===== config.mk =====
export PLATFORM = sky130hd
export DESIGN_NAME = flash_rom_loader
export DESIGN_NICKNAME = d
export VERILOG_FILES = /design/src/rtl/flash_loader_pkg.sv /design/src/rtl/flash_spi_phy.sv /design/src/rtl/flash_rom_loader.sv
export SDC_FILE = /design/constraint.sdc
export NUM_CORES = 1
export LEC_CHECK = 0
export BUFFER_PORTS_ARGS = -buffer_cell sky130_fd_sc_hd__buf_2
export CORE_ASPECT_RATIO = 1.4
export CORE_MARGIN = 1
export CORE_UTILIZATION = 53
export DETAILED_ROUTE_END_ITERATION = 7
export PLACE_DENSITY = 0.73
export SYNTH_ARGS = -nofsm -noshare
export SYNTH_HDL_FRONTEND = slang
export SYNTH_HIERARCHICAL = 1
export SYNTH_SLANG_ARGS = --single-unit

===== constraint.sdc =====
create_clock -name clk_sys -period 2.95 [get_ports clk_sys]
set_input_delay 0.295 -clock clk_sys [delete_from_list [all_inputs] [get_ports clk_sys]]
set_output_delay 0.295 -clock clk_sys [all_outputs]
set_load 0.01 [all_outputs]

===== src/rtl/flash_loader_pkg.sv =====
// rtl/flash_loader_pkg.sv - shared constants, state type and helpers for the flash ROM loader
package flash_loader_pkg;

  localparam logic [7:0]  FLASH_CMD_READ = 8'h03;
  localparam logic [23:0] FLASH_BASE_DEF = 24'h200000;
  localparam int unsigned SLOT_BYTES_DEF = 16384;

  typedef enum logic [1:0] {
    ST_IDLE,
    ST_CMD,
    ST_DATA,
    ST_HOLD
  } loader_state_e;

  // Image length in bytes: 2K, 4K, 8K or 16K.
  function automatic logic [14:0] len_decode(input logic [1:0] len_sel);
    return 15'd2048 << len_sel;
  endfunction

  // Flash byte address of an image slot, wrapping within the 24-bit flash space.
  function automatic logic [23:0] slot_addr(input logic [23:0] base,
                                            input logic [3:0] slot,
                                            input int unsigned stride);
    logic [31:0] sum;
    sum = {8'd0, base} + {28'd0, slot} * stride;
    return sum[23:0];
  endfunction

endpackage


===== src/rtl/flash_spi_phy.sv =====
// rtl/flash_spi_phy.sv - SPI mode-0 clock divider with 32-bit shift-out and 8-bit shift-in
module flash_spi_phy #(
  parameter int unsigned C_HALF = 2
) (
  input  logic        clk_sys,
  input  logic        reset,
  input  logic        load_i,
  input  logic [31:0] load_word_i,
  input  logic        run_i,
  input  logic        miso_i,
  output logic        sck_o,
  output logic        mosi_o,
  output logic        bit_done_o,
  output logic        byte_done_o,
  output logic [7:0]  rx_byte_o
);

  localparam int unsigned HW = (C_HALF > 1) ? $clog2(C_HALF) : 1;
  localparam logic [HW-1:0] HALF_LAST = HW'(C_HALF - 1);

  logic [HW-1:0] half_cnt_q;
  logic          sck_q;
  logic [31:0]   tx_q;
  logic [7:0]    rx_q;
  logic [2:0]    bit_cnt_q;
  logic          bit_done_q;
  logic          byte_done_q;

  always_ff @(posedge clk_sys) begin
    bit_done_q  <= 1'b0;
    byte_done_q <= 1'b0;
    if (reset) begin
      half_cnt_q <= '0;
      sck_q      <= 1'b0;
      tx_q       <= '0;
      rx_q       <= '0;
      bit_cnt_q  <= '0;
    end else if (load_i) begin
      half_cnt_q <= '0;
      sck_q      <= 1'b0;
      tx_q       <= load_word_i;
      bit_cnt_q  <= '0;
    end else if (!run_i) begin
      half_cnt_q <= '0;
    end else if (half_cnt_q == HALF_LAST) begin
      half_cnt_q <= '0;
      sck_q      <= ~sck_q;
      if (!sck_q) begin
        // Rising edge: sample MISO; MOSI is only advanced on the falling edge.
        rx_q        <= {rx_q[6:0], miso_i};
        bit_cnt_q   <= bit_cnt_q + 3'd1;
        bit_done_q  <= 1'b1;
        byte_done_q <= (bit_cnt_q == 3'd7);
      end else begin
        tx_q <= {tx_q[30:0], 1'b0};
      end
    end else begin
      half_cnt_q <= half_cnt_q + 1'b1;
    end
  end

  assign sck_o       = sck_q;
  assign mosi_o      = tx_q[31];
  assign bit_done_o  = bit_done_q;
  assign byte_done_o = byte_done_q;
  assign rx_byte_o   = rx_q;

endmodule


===== src/rtl/flash_rom_loader.sv =====
// rtl/flash_rom_loader.sv - reads a ROM image from SPI flash and streams it into the cartridge ROM write port
module flash_rom_loader
  import flash_loader_pkg::*;
#(
  parameter logic [23:0] C_FLASH_BASE = FLASH_BASE_DEF,
  parameter int unsigned C_SLOT_BYTES = SLOT_BYTES_DEF,
  parameter int unsigned C_HALF       = 2
) (
  input  logic        clk_sys,
  input  logic        reset,
  input  logic        start,
  input  logic [3:0]  slot,
  input  logic [1:0]  len_sel,
  output logic        flash_csn,
  output logic        flash_sck,
  output logic        flash_mosi,
  input  logic        flash_miso,
  output logic        wr,
  output logic [31:0] addr,
  output logic [7:0]  data_out,
  output logic        busy,
  output logic        cpu_hold,
  output logic        done
);

  localparam int unsigned HW = (C_HALF > 1) ? $clog2(C_HALF) : 1;
  localparam logic [HW-1:0] HOLD_LAST = HW'(C_HALF - 1);

  loader_state_e state_q;
  logic          csn_q;
  logic          busy_q;
  logic          wr_q;
  logic          done_q;
  logic [13:0]   addr_q;
  logic [7:0]    data_q;
  logic [13:0]   idx_q;
  logic [13:0]   last_q;
  logic [4:0]    cmd_bits_q;
  logic [HW-1:0] hold_cnt_q;

  logic          phy_load;
  logic          phy_run;
  logic          sck;
  logic          bit_done;
  logic          byte_done;
  logic [7:0]    rx_byte;

  assign phy_load = (state_q == ST_IDLE) && start;
  // SCK keeps running into HOLD until the last bit's falling edge has happened.
  assign phy_run  = (state_q == ST_CMD) || (state_q == ST_DATA) || ((state_q == ST_HOLD) && sck);

  flash_spi_phy #(
    .C_HALF(C_HALF)
  ) u_phy (
    .clk_sys    (clk_sys),
    .reset      (reset),
    .load_i     (phy_load),
    .load_word_i({FLASH_CMD_READ, slot_addr(C_FLASH_BASE, slot, C_SLOT_BYTES)}),
    .run_i      (phy_run),
    .miso_i     (flash_miso),
    .sck_o      (sck),
    .mosi_o     (flash_mosi),
    .bit_done_o (bit_done),
    .byte_done_o(byte_done),
    .rx_byte_o  (rx_byte)
  );

  // done lands exactly at T+1+(32+8*len)*2*C_HALF+C_HALF after the start cycle T.
  always_ff @(posedge clk_sys) begin
    wr_q   <= 1'b0;
    done_q <= 1'b0;
    if (reset) begin
      state_q    <= ST_IDLE;
      csn_q      <= 1'b1;
      busy_q     <= 1'b0;
      addr_q     <= '0;
      data_q     <= '0;
      idx_q      <= '0;
      last_q     <= '0;
      cmd_bits_q <= '0;
      hold_cnt_q <= '0;
    end else begin
      case (state_q)
        ST_IDLE: begin
          if (start) begin
            last_q     <= 14'(len_decode(len_sel) - 15'd1);
            idx_q      <= '0;
            cmd_bits_q <= '0;
            hold_cnt_q <= '0;
            csn_q      <= 1'b0;
            busy_q     <= 1'b1;
            state_q    <= ST_CMD;
          end
        end
        ST_CMD: begin
          if (bit_done) begin
            cmd_bits_q <= cmd_bits_q + 5'd1;
            if (cmd_bits_q == 5'd31) state_q <= ST_DATA;
          end
        end
        ST_DATA: begin
          if (byte_done) begin
            wr_q   <= 1'b1;
            data_q <= rx_byte;
            addr_q <= idx_q;
            if (idx_q == last_q) state_q <= ST_HOLD;
            else                 idx_q   <= idx_q + 14'd1;
          end
        end
        ST_HOLD: begin
          if (!sck) begin
            if (hold_cnt_q == HOLD_LAST) begin
              csn_q   <= 1'b1;
              busy_q  <= 1'b0;
              done_q  <= 1'b1;
              state_q <= ST_IDLE;
            end else begin
              hold_cnt_q <= hold_cnt_q + 1'b1;
            end
          end
        end
        default: state_q <= ST_IDLE;
      endcase
    end
  end

  assign flash_csn = csn_q;
  assign flash_sck = sck;
  assign wr        = wr_q;
  assign addr      = {18'd0, addr_q};
  assign data_out  = data_q;
  assign busy      = busy_q;
  assign cpu_hold  = busy_q;
  assign done      = done_q;

endmodule


# --- After elaboration in Yosys (flattened, before gate mapping) ---
# Index checks and enable logic that the tools add are counted.
word_totals:
  regBits: 109
  latchBits: 0
  ram_bits: 0
  romBits: 0
  input_bits: 10
  out_inout_bits: 47
  wordCells: 109
  n_memories: 0
op_classes:
  n_addsub: 7
  n_mul: 0
  n_div: 0
  magnitude_cmp: 0
  n_eq_ne: 14
  shifts: 1
  muxes: 33
  bitwise_logic: 6
  n_reduce_logical: 29
ops:
  columns: ["operator", "n"]
  rows:
  - ["2-to-1 mux 26 bit", 4]
  - ["2-to-1 mux 14 bit", 3]
  - ["case mux 14 bit (2 select lines)", 1]
  - ["adder 22 x 18 -> 23 bit (first input constant)", 1]
  - ["AND reduction 3 bit", 5]
  - ["adder 14 x 1 -> 14 bit (second input constant)", 1]
  - ["== test 14 bit", 1]
  - ["2-to-1 mux 2 bit", 7]
  - ["<< shifter 12 x 2 -> 14 bit (first input constant)", 1]
  - ["subtractor 14 x 1 -> 14 bit (second input constant)", 1]
  - ["AND reduction 4 bit", 3]
  - ["nonzero test 2 bit", 6]
  - ["2-to-1 mux 1 bit", 11]
  - ["2-to-1 mux 5 bit", 2]
  - ["case mux 5 bit (2 select lines)", 1]
  - ["inequality test 2 x 1 -> 1 bit (second input constant)", 4]
  - ["inequality test 2 bit (second input constant)", 4]
  - ["case mux 2 bit (4 select lines)", 1]
  - ["OR reduction 4 bit", 2]
  - ["AND reduction 7 bit", 1]
  - ["inverter 1 bit", 6]
  - ["case mux 1 bit (2 select lines)", 3]
  - ["AND reduction 2 bit", 3]
  - ["adder 5 x 1 -> 5 bit (second input constant)", 1]
  - ["other kinds (12)", 17]

# --- Depth between registers and ports, before layout ---
# Gate-level depths: netlist of run 1.
logic_depth:
  word_depth: 5
  depth_mapped: 9
  ltp_nobuf: 7

# --- Modules after synthesis ---
# Netlist of run 1, hierarchy kept.
by_module_without_submodules:
  columns: ["mod", "instances", "cells_per_inst", "area_each_um2", "seq_area_each_um2"]
  rows:
  - ["flash_rom_loader", 1, 333, 2653.8, 1041.0]
  - ["flash_spi_phy", 1, 239, 2322.2, 940.9]

# --- Worst setup path before layout of run 1 ---
# No wires, ideal clock.
synth_path:
  kind: "register to register"
  start: "register idx_q[9]"
  end: "register idx_q[13]"
  setup_ns: 0.121
  arrival_time_ns: 1.917
  required_ns: 2.829
  setup_slack_ns: 0.913
  path_stages_with_launch: 7
  n_path_buf: 1
  period_less_slack_ns: 2.037
  cell_sequence: "dfxtp_1 > buf_6 > or4_4 > a2111oi_4 > a211o_2 > or2_2 > mux2_2"
synth_via:
  elab_chain_cells: 4
  word_cells_on_any_way: 7
  classes_between: "add/sub (1); eq/ne (2); mux (3); reduce/logical (1)"
synth_lines:
  columns: ["item", "line_no", "rtl"]
  rows:
  - ["from (decl)", "flash_rom_loader.sv:36", "logic [13:0] idx_q;"]
  - ["from (signal assigned)", "flash_rom_loader.sv:107", "else idx_q <= idx_q + 14'd1;"]
  - ["adder 14 x 1 -> 14 bit", "flash_rom_loader.sv:107", null]
  - ["2-to-1 mux 14 bit", "flash_rom_loader.sv:106", "if (idx_q == last_q) state_q <= ST_HOLD;"]
  - ["2-to-1 mux 14 bit", "flash_rom_loader.sv:102", "if (byte_done) begin"]
  - ["case mux 14 bit (2 select lines)", "flash_rom_loader.sv:83", "case (state_q)"]
# Parallel ways exist; a longest one is shown, timed or not. The select of a mux whose other input is x is not followed.
# A chain may end at the register's enable or synchronous reset.

# --- Worst setup path in the final report of run 1 ---
layout_path:
  start: "register idx_q[8]"
  end: "register state_q[0]"
layout_via:
  elab_chain_cells: 3
layout_lines:
  columns: ["item", "line_no", "rtl"]
  rows:
  - ["== test 14 bit", "flash_rom_loader.sv:106", null]
  - ["inequality test 2 x 1 -> 1 bit (no line)", null, null]
  - ["AND reduction 7 bit (no line)", null, null]
  - ["to (signal assigned)", "flash_rom_loader.sv:106", null]
  - ["to (signal assigned)", "flash_rom_loader.sv:116", "state_q <= ST_IDLE;"]
  - ["to (signal assigned)", "flash_rom_loader.sv:122", "default: state_q <= ST_IDLE;"]
  - ["to (decl)", "flash_rom_loader.sv:29", "loader_state_e state_q;"]
# Every way passes these cells.

==> flow_summary.toml, run 1 <==
[outcome]
status = "complete, but fails checks"
violations = "DRC"

[synthesis]
synth_area_leaders = "dfxtp_1 (40%), a221oi_2 (9.4%), nand2_1 (9.2%)"
yosys.area_share.simple_pct = 20.1
synth_compound_area_share_pct = 25.0
synth_area_um2 = 4980
synth_xor_area_share_pct = 1.06
async_reset_ff_share_pct = 0
synthAdderAreaFrac_pct = 2.26
synth_top_family_by_area = "compound AO/OA/AOI/OAI gates"
muxShareOfSynthArea_pct = 1.06
yosysTopAreaCell = "dfxtp_1"
synth_cell_types = 53
synth.ff_latch_count = 99
synth_edf_count = 0
ys_warn_count = 6
avgSynthCellArea_um2 = 8.70
synthFlopType = "dfxtp_1"
yosysTopAreaCellShare_pct = 39.8
synthCells = 572
yosysSeqAreaShare_pct = 39.8

[finish]
area_growth_pct = 10.5
antenna_cells = 0
final_cell_area_um2 = 5500
final_net_count = 635
layout_common_cells = "nand2_1 (122), dfxtp_1 (99), conb_1 (46)"
fillers = 808
final_util_pct = 60.5
layout-drive-gt1-share_pct = 21.7
final_common_cell = "nand2_1"

[drt]
antenna_left = 0
routed_wl_um = 9670
vias = 3963
wl_per_cell_um = 13.3
drtPass1Iterations = 7
via_per_inst = 5.44
route.detailed.drc = 6
drtIter0Drc = 184

[placed_design]
dp_hpwl_um = 6390
place_area_um2 = 5170
place.gp.congestion = 0.804
port_buffers = 38

[timing]
slew_violations = 0
worst-slew-pin-transition_ps = 952
period_share_pct = 76.8
slew_headroom_pct = 36.6
clock-skew-final_ps = 3.77
holdWs_ps = 190
setup_viol = 0
hold_viol_final = 0
fmax_mhz = 441
timing.final.crit_period_ps = 2270
setup_tns_ps = 0
rsz0062_at_grt = "false"

[grt]
grt_pass1_vias = 3691
overflow = 0
grt_usage_pct = 20.8
antenna_found_initial = 0
grt_pass1_wl_um = 16400
grt_max_degree = 87

[cts]
cts_num_sinks = 99
htree_levels = 3
hold_buffers = 0
clkLatencyLatePin_ps = 340
clockBufferDepth = 2
ctsResizeCount = 0
path_clk_slew_ps = 70
cts_made_buffers = 9
cts_root_buf = "clkbuf_16"
cts_tree = "yes"
postCtsSetupRepairBufs = 0

[worst_setup_path]
crit_required_ps = 3210
end_kind = "flop"
cp_top_family = "compound AO/OA/AOI/OAI gates"
path_cells = "or4_4 > a2111oi_4 > o21a_1 > o21ai_2 > a221oi_2"
cp_slowest_cell = "or4_4"
rr_startpoint = "idx_q[8]"
critPathLaunch = "idx_q[8]"
cp_num_buf_inv = 0
max_stage_delay_ps = 570
arrival_ps = 2530
path_class = "flop to flop"
start_kind = "flop"
crit_path_max_fanout = 12

[die]
die_h_um = 117
io_pins = 57
die_area_um2 = 9790
start_util_pct = 54.8
die_w_um = 83.9
core_um2 = 9080
rows = 41

[power]
p_leak_nw = 2.11
ir_worst_vdd_mv = 0.404
total_power_w = 0.00397
p_per_area_nw_per_um2 = 723

[worst_hold_path]
hold_class = "primary input to flop"
hp-start = "flash_miso"

[flow_run]
cap_viol_max_count = 0
## area by class of cell
class	instances	area, µm²	share of cell area [%]
Tap cell	107	134	2.44
Sequential cell	99	1980	36.1
Clock buffer	12	256	4.67
Inverter	38	144	2.62
Multi-Input combinational cell	421	2640	47.9
Timing Repair Buffer	47	273	4.96
Clock inverter	4	72.6	1.32
## worst paths after layout
| check | slack, ps | endpoint | cells past startpoint |
|---|---|---|---|
| worst max register to register | 680 | state_q[0] | 5 |
| worst min-delay path | 190 | u_phy/rx_byte_o[0] | 3 |
| worst min register to register | 450 | addr_q[11] | 2 |
| worst max-delay path | 680 | state_q[0] | 5 |
## metrics by stage
stage	cells	worst slack, ps
2_1_floorplan	616	913
3_3_place_gp	712	765
3_5_place_dp	712	709
4_1_cts	728	678
5_1_grt	728	560
6_report	728	683
## report_power, final
| part | internal (W) | switching (W) | total (W) |
|---|---|---|---|
| clock | 0.000788 | 0.000492 | 0.00128 |
| combinational | 0.000410 | 0.000683 | 0.00109 |
| sequential | 0.00149 | 0.000112 | 0.00160 |
| total | 0.00269 | 0.00129 | 0.00397 |
## synth_stat cells (2+ instances only)
library cell / number
nor2b_1: 4
nor2_1: 17
a221oi_1: 2
a31o_2: 2
nand4_1: 6
and3_1: 5
ha_1: 9
nor3_1: 11
buf_2: 9
mux2i_1: 3
and2_1: 7
nand3_1: 8
nand2_1: 122
a21oi_2: 30
o21ai_2: 2
conb_1: 2
o21ai_0: 6
inv_1: 38
or4_1: 6
xor2_1: 6
nand2b_1: 7
o211ai_1: 7
nand3b_1: 4
buf_6: 2
and4_1: 2
buf_1: 3
a21oi_1: 45
a221oi_2: 31
buf_12: 3
clkbuf_1: 17
nand4b_1: 2
o21bai_1: 3
a31oi_1: 6
nor4b_1: 2
nor3b_1: 3
buf_4: 24
mux2_2: 2
dfxtp_1: 99
## per-layer routing
layer,up-vias,GRT usage [%],part of all wire [%],routed length [µm]
met5,-,0,0,0
met4,0,11.8,2.1,203
met3,17,3.25,3.0,287
met2,67,38.7,54,5230
met1,1871,22.6,41,3960
li1,2008,-,-,-
## logic make-up after synthesis
| group | count (synthesis) |
|---|---|
| AOI/OAI and AO/OA | 143 |
| buffers and inverters | 96 |
| DFF | 99 |
| and+or+nand+nor | 212 |
| other | 2 |
| adders and majority gates | 9 |
| xor gates and xnor gates | 6 |
| muxes | 5 |
## sequential cells by signal (all words and copies together) (netlist names), 2 cells and up
| signal | flops |
|---|---|
| state_q | 2 |
| data_out | 8 |
| idx_q | 14 |
| u_phy/bit_cnt_q | 3 |
| cmd_bits_q | 5 |
| u_phy/rx_byte_o | 8 |
| u_phy/tx_q | 32 |
| addr_q | 14 |
| last_q | 4 |
## worst reg2reg max path: stages (launching register included)
cell,delay [ps]
dfxtp_1,390
or4_4,580
a2111oi_4,440
o21a_1,430
o21ai_2,120
a221oi_2,230
(Power assumes the default switching activity.)
==> inputs of run 2 (changes only) <==
--- a/config.mk
+++ b/config.mk
@@ -10,7 +10,7 @@
 export CORE_MARGIN = 1
 export CORE_UTILIZATION = 53
 export DETAILED_ROUTE_END_ITERATION = 7
-export PLACE_DENSITY = 0.73
+export PLACE_DENSITY = 0.76
 export SYNTH_ARGS = -nofsm -noshare
 export SYNTH_HDL_FRONTEND = slang
 export SYNTH_HIERARCHICAL = 1
==> constraint.sdc (replaced) <==
create_clock -name clk_sys -period 1.9 [get_ports clk_sys]
set_input_delay 0.19 -clock clk_sys [delete_from_list [all_inputs] [get_ports clk_sys]]
set_output_delay 0.19 -clock clk_sys [all_outputs]
set_load 0.01 [all_outputs]
==> run 2 against run 1 <==
The run ends with DRC, setup timing left. Largest power group unchanged. Cell count increased by 5.1%. Maximum frequency rose by 15%. Via count up 4.0%. Die area unchanged. Critical endpoint unchanged. Register-to-register slack worse by 760 ps. Sequential share of layout area down 2.2 points. Largest cell class unchanged. Worst hold slack worse by 120 ps. Clock skew is 3.4 ps higher.
==> flow_summary.toml, run 2 (synthesized netlist as in run 1, its figures left out) <==
[outcome]
status = "complete, but fails checks"
violations = "DRC, setup timing"

[drt]
via_per_inst = 5.39
met3RoutedLength_um = 326
vias = 4123
drtPass1Iterations = 7
route.detailed.drc = 8
wl_per_cell_um = 13.5
highest_layer = "met4"
antenna_left = 0
met2WireLength_um = 5700
routed_wl_um = 10300
m1WireLength_um = 4050
drtIter0Drc = 131

[placed_design]
port_buffers = 38
preCtsSetupSlack_ps = -74.7
place.gp.congestion = 0.857
place_area_um2 = 5450
dp_hpwl_um = 7020

[cts]
hold_buffers = 0
cts_num_sinks = 99
path_clk_slew_ps = 70
clkLatencyLatePin_ps = 350
cts_made_buffers = 9
cts_tree = "yes"
cts_root_buf = "clkbuf_16"
clockBufferDepth = 2
htree_levels = 3

[timing]
setup_tns_ps = -423
clock-skew-final_ps = 7.18
fmax_mhz = 507
rsz0062_at_grt = "true"
timing.final.crit_period_ps = 1970
slew_violations = 0
final.setup.worst_slack_ps = -73.6
setup_viol = 9
hold_viol_final = 0
period_share_pct = 104

[finish]
layout_common_cells = "nand2_1 (122), dfxtp_1 (98), conb_1 (46)"
layout-drive-gt1-share_pct = 27.5
max_flop_register = "u_phy/tx_q"
antenna_cells = 0
final_net_count = 672
final_common_cell = "nand2_1"
final_cell_area_um2 = 5850
top_regs = "u_phy/tx_q (32), addr_q (14), idx_q (14)"
area_growth_pct = 17.6
largest_reg_flops = 32

[power]
combPwrFrac_pct = 31.0
switching_share_pct = 33.6
power.share.clock_pct = 29.9
p_per_area_nw_per_um2 = 1080
p_sw_w = 0.00212
p_leak_nw = 2.32
total_power_w = 0.00632
p_int_w = 0.00419
ir_worst_vdd_mv = 0.675
power_frac_seq_pct = 39.1

[worst_setup_path]
arrival_ps = 2240
crit_required_ps = 2160
path_class = "flop to flop"
rr_startpoint = "idx_q[8]"
end_kind = "flop"
start_kind = "flop"
r2r_cells = 6
r2r_end = "state_q[0]"
regToRegSetupSlack_ps = -70
crit_path_max_fanout = 3

[die]
rows = 41
start_util_pct = 54.8
io_pins = 57
die_h_um = 117
core_um2 = 9080
die_w_um = 83.9
die_area_um2 = 9790

[worst_hold_path]
whs_endpoint = "u_phy/rx_byte_o[0]"
hp-start = "flash_miso"
hold_class = "primary input to flop"
min_path_cells = 3

[grt]
antenna_found_initial = 0
grt_pass1_wl_um = 17100
grt_max_degree = 57
grt_pass1_vias = 3778
overflow = 0
grt_usage_pct = 21.9

[flow_run]
cap_viol_max_count = 0
run 2: changes by cell type in the layout (fill, tap and decap cells not counted), moves of 2 or more:
cell	before	now
buf_4	9	42
buf_12	1	3
o21ai_0	6	4
o21ai_1	0	2
run 2: worst max-delay path: stages (launching register included):
cell and delay [ps]:
dfxtp_2 320, or4_4 540, a2111oi_4 390, o21a_1 220
buf_4 130, o21ai_2 70, a221oi_2 220
run 2: area by class of cell:
| class | instances | area, µm² |
|---|---|---|
| Clock buffer | 10 | 239 |
| Clock inverter | 6 | 71.3 |
| Fill cell | 762 | 3230 |
| Inverter | 38 | 144 |
| Multi-Input combinational cell | 421 | 2680 |
| Sequential cell | 99 | 1980 |
| Tap cell | 107 | 134 |
| Timing Repair Buffer | 84 | 597 |
run 2: power groups by stage:
stage,clock network (W),registers (W),logic [W]
2_1_floorplan,0,0.00250,0.00145
3_3_place_gp,0,0.00250,0.00180
3_5_place_dp,0,0.00251,0.00188
4_1_cts,0.00192,0.00247,0.00192
5_1_grt,0.00201,0.00251,0.00216
6_report,0.00189,0.00247,0.00196
run 2: routing by layer:
metal	up-vias	global-route usage, %
li1	2079	-
met1	1934	23.1
met2	92	42.0
met3	18	4.88
met4	0	9.43
met5	-	0
run 2: stage by stage:
| step | instances | utilization [%] | hold slack, ps |
|---|---|---|---|
| finish | 765 | 64.4 | 71.5 |
| global route | 765 | 64.4 | 81.6 |
| CTS | 764 | 63.8 | 68.4 |
| detailed placement | 746 | 60.1 | 442 |
| global placement | 746 | 60.1 | 436 |
| floorplan | 616 | - | 326 |
run 2: repair_timing:
| action | CTS | global route |
|---|---|---|
| buffers inserted | 2 | 0 |
| hold endpoints to repair | 0 | 0 |
| gates cloned | 0 | 1 |
| pin swaps | 4 | 3 |
| resized for setup | 3 | 9 |
| endpoints found under the setup margin | 12 | 56 |
run 2: how the worst max path moves through the flow:
stage / startpoint / end / slack, ps
after floorplan: idx_q[9] / idx_q[6] / -40
after global placement: idx_q[8] / idx_q[6] / -40
after detailed placement: idx_q[8] / idx_q[6] / -70
after CTS: idx_q[8] / state_q[0] / -70
after global routing: idx_q[8] / idx_q[5] / -130
final: idx_q[8] / state_q[0] / -70
==> inputs of run 3 (changes only) <==
--- a/config.mk
+++ b/config.mk
@@ -9,6 +9,7 @@
 export CORE_ASPECT_RATIO = 1.4
 export CORE_MARGIN = 1
 export CORE_UTILIZATION = 53
+export CTS_BUF_LIST = sky130_fd_sc_hd__clkbuf_4
 export DETAILED_ROUTE_END_ITERATION = 7
 export PLACE_DENSITY = 0.76
 export SYNTH_ARGS = -nofsm -noshare
==> run 3 against run 2 <==
The flow still finishes with violations (DRC, setup timing). Clock power decreased by 39%. Routed wire length about the same. Via count increased by 1.4%.
==> flow_summary.toml, run 3 (synthesized netlist as in run 1, its figures left out) <==
[finish]
max_flop_register = "u_phy/tx_q"
layout_common_cells = "nand2_1 (122), dfxtp_1 (97), conb_1 (46)"
final_net_count = 682
area_growth_pct = 16.1
stdcell_count = 775
final_cell_area_um2 = 5780
largest_reg_flops = 32
fillers = 786
layout-drive-gt1-share_pct = 26.9
antenna_cells = 0
top_regs = "u_phy/tx_q (32), addr_q (14), idx_q (14)"
final_common_cell = "nand2_1"

[cts]
cts_made_buffers = 9
htree_levels = 3
clockBufferDepth = 2
cts_root_buf = "clkbuf_4"
path_clk_slew_ps = 150
cts_num_sinks = 99
clkLatencyLatePin_ps = 480
cts_tree = "yes"

[grt]
grt_max_degree = 57
grt_pass1_vias = 3729
grt_usage_pct = 21.5
grt_pass1_wl_um = 16900
antenna_found_initial = 0
overflow = 0

[worst_hold_path]
hold_class = "primary input to flop"
whs_endpoint = "cmd_bits_q[0]"
hp-start = "reset"
min_path_cells = 2

[placed_design]
port_buffers = 38
place_area_um2 = 5450
dp_cells = 746
dp_hpwl_um = 7020
preCtsSetupSlack_ps = -74.7
place.gp.congestion = 0.857

[drt]
vias = 4182
route.detailed.drc = 9
drtIter0Drc = 162
via_per_inst = 5.40
drtPass1Iterations = 6
routed_wl_um = 10300
wl_per_cell_um = 13.3
antenna_left = 0

[die]
core_um2 = 9080
rows = 41
die_h_um = 117
die_area_um2 = 9790
io_pins = 57
die_w_um = 83.9
start_util_pct = 54.8

[timing]
period_share_pct = 105
timing.final.crit_period_ps = 1990
rsz0062_at_grt = "true"
clock-skew-final_ps = 17.5
setup_viol = 9
final.setup.worst_slack_ps = -92.6
slew_violations = 0
hold_viol_final = 0
setup_tns_ps = -403
fmax_mhz = 502

[worst_setup_path]
r2r_end = "idx_q[6]"
cp_slowest_cell = "or4_4"
rr_startpoint = "idx_q[8]"
arrival_ps = 2410
path_cells = "or4_4 > a2111oi_4 > o21ai_2 > a311o_1 > a31oi_1"
max_stage_delay_ps = 540
r2r_cells = 5
end_kind = "flop"
regToRegSetupSlack_ps = -90
start_kind = "flop"
path_class = "flop to flop"
crit_required_ps = 2320
crit_path_max_fanout = 8

[outcome]
violations = "DRC, setup timing"
status = "complete, but fails checks"

[power]
ir_worst_vdd_mv = 0.631
p_leak_nw = 2.29
p_per_area_nw_per_um2 = 974

[flow_run]
cap_viol_max_count = 0
==> run 3: worst max path at each step <==
| stage | startpoint | to | slack (ps) |
|---|---|---|---|
| after floorplan | idx_q[9] | idx_q[6] | -40 |
| after global placement | idx_q[8] | idx_q[6] | -40 |
| after detailed placement | idx_q[8] | idx_q[6] | -70 |
| after CTS | idx_q[8] | idx_q[6] | -90 |
| after global routing | idx_q[8] | idx_q[2] | -170 |
| final | idx_q[8] | idx_q[6] | -90 |
==> run 3: routing by layer <==
metal	vias to the layer above	routed length, µm	share of wire, %	GRT usage, %
met5	-	0	0	0
met4	0	281	2.7	10.1
met3	26	297	2.9	4.38
met2	78	5600	54	40.7
met1	1974	4120	40	23.0
li1	2104	-	-	-
==> run 3: critical path: cells and delay by family (launching register included) <==
family,cells,cell delay [ps]
AOI/OAI and AO/OA,4,1060
DFF,1,340
and+or+nand+nor,1,540
==> run 3: timing repair <==
action                                  4_1_cts  5_1_grt
buffers inserted                              0        4
endpoints found under the setup margin        8       56
gates resized for setup                       1        8
pin swaps                                     1        3
cloned                                        0        2
hold buffers                                  7        0
endpoints found under the hold margin         7        0
==> run 3: stage by stage <==
step,total power (W),utilization (%),hold slack (ps)
after floorplan,0.00395,-,326
after global placement,0.00430,60.1,436
after detailed placement,0.00439,60.1,442
after CTS,0.00554,62.5,129
after global routing,0.00598,63.6,149
final,0.00563,63.6,149
==> run 3: area by class of cell <==
| type | count | area [µm²] | area share [%] |
|---|---|---|---|
| repair buffers | 94 | 707 | 12.2 |
| multi-input cells | 421 | 2670 | 46.1 |
| well taps | 107 | 134 | 2.32 |
| inverters | 38 | 144 | 2.49 |
| clock buffers | 9 | 67.6 | 1.17 |
| clock inverters | 7 | 75.1 | 1.30 |
| flip-flops and latches | 99 | 1980 | 34.4 |
==> run 3: power breakdown <==
group	total (W)	internal [W]	leakage, nW	switching (W)
combinational	0.00201	0.000858	1.41	0.00116
clock	0.00115	0.000410	0.0759	0.000735
sequential	0.00247	0.00231	0.807	0.000159
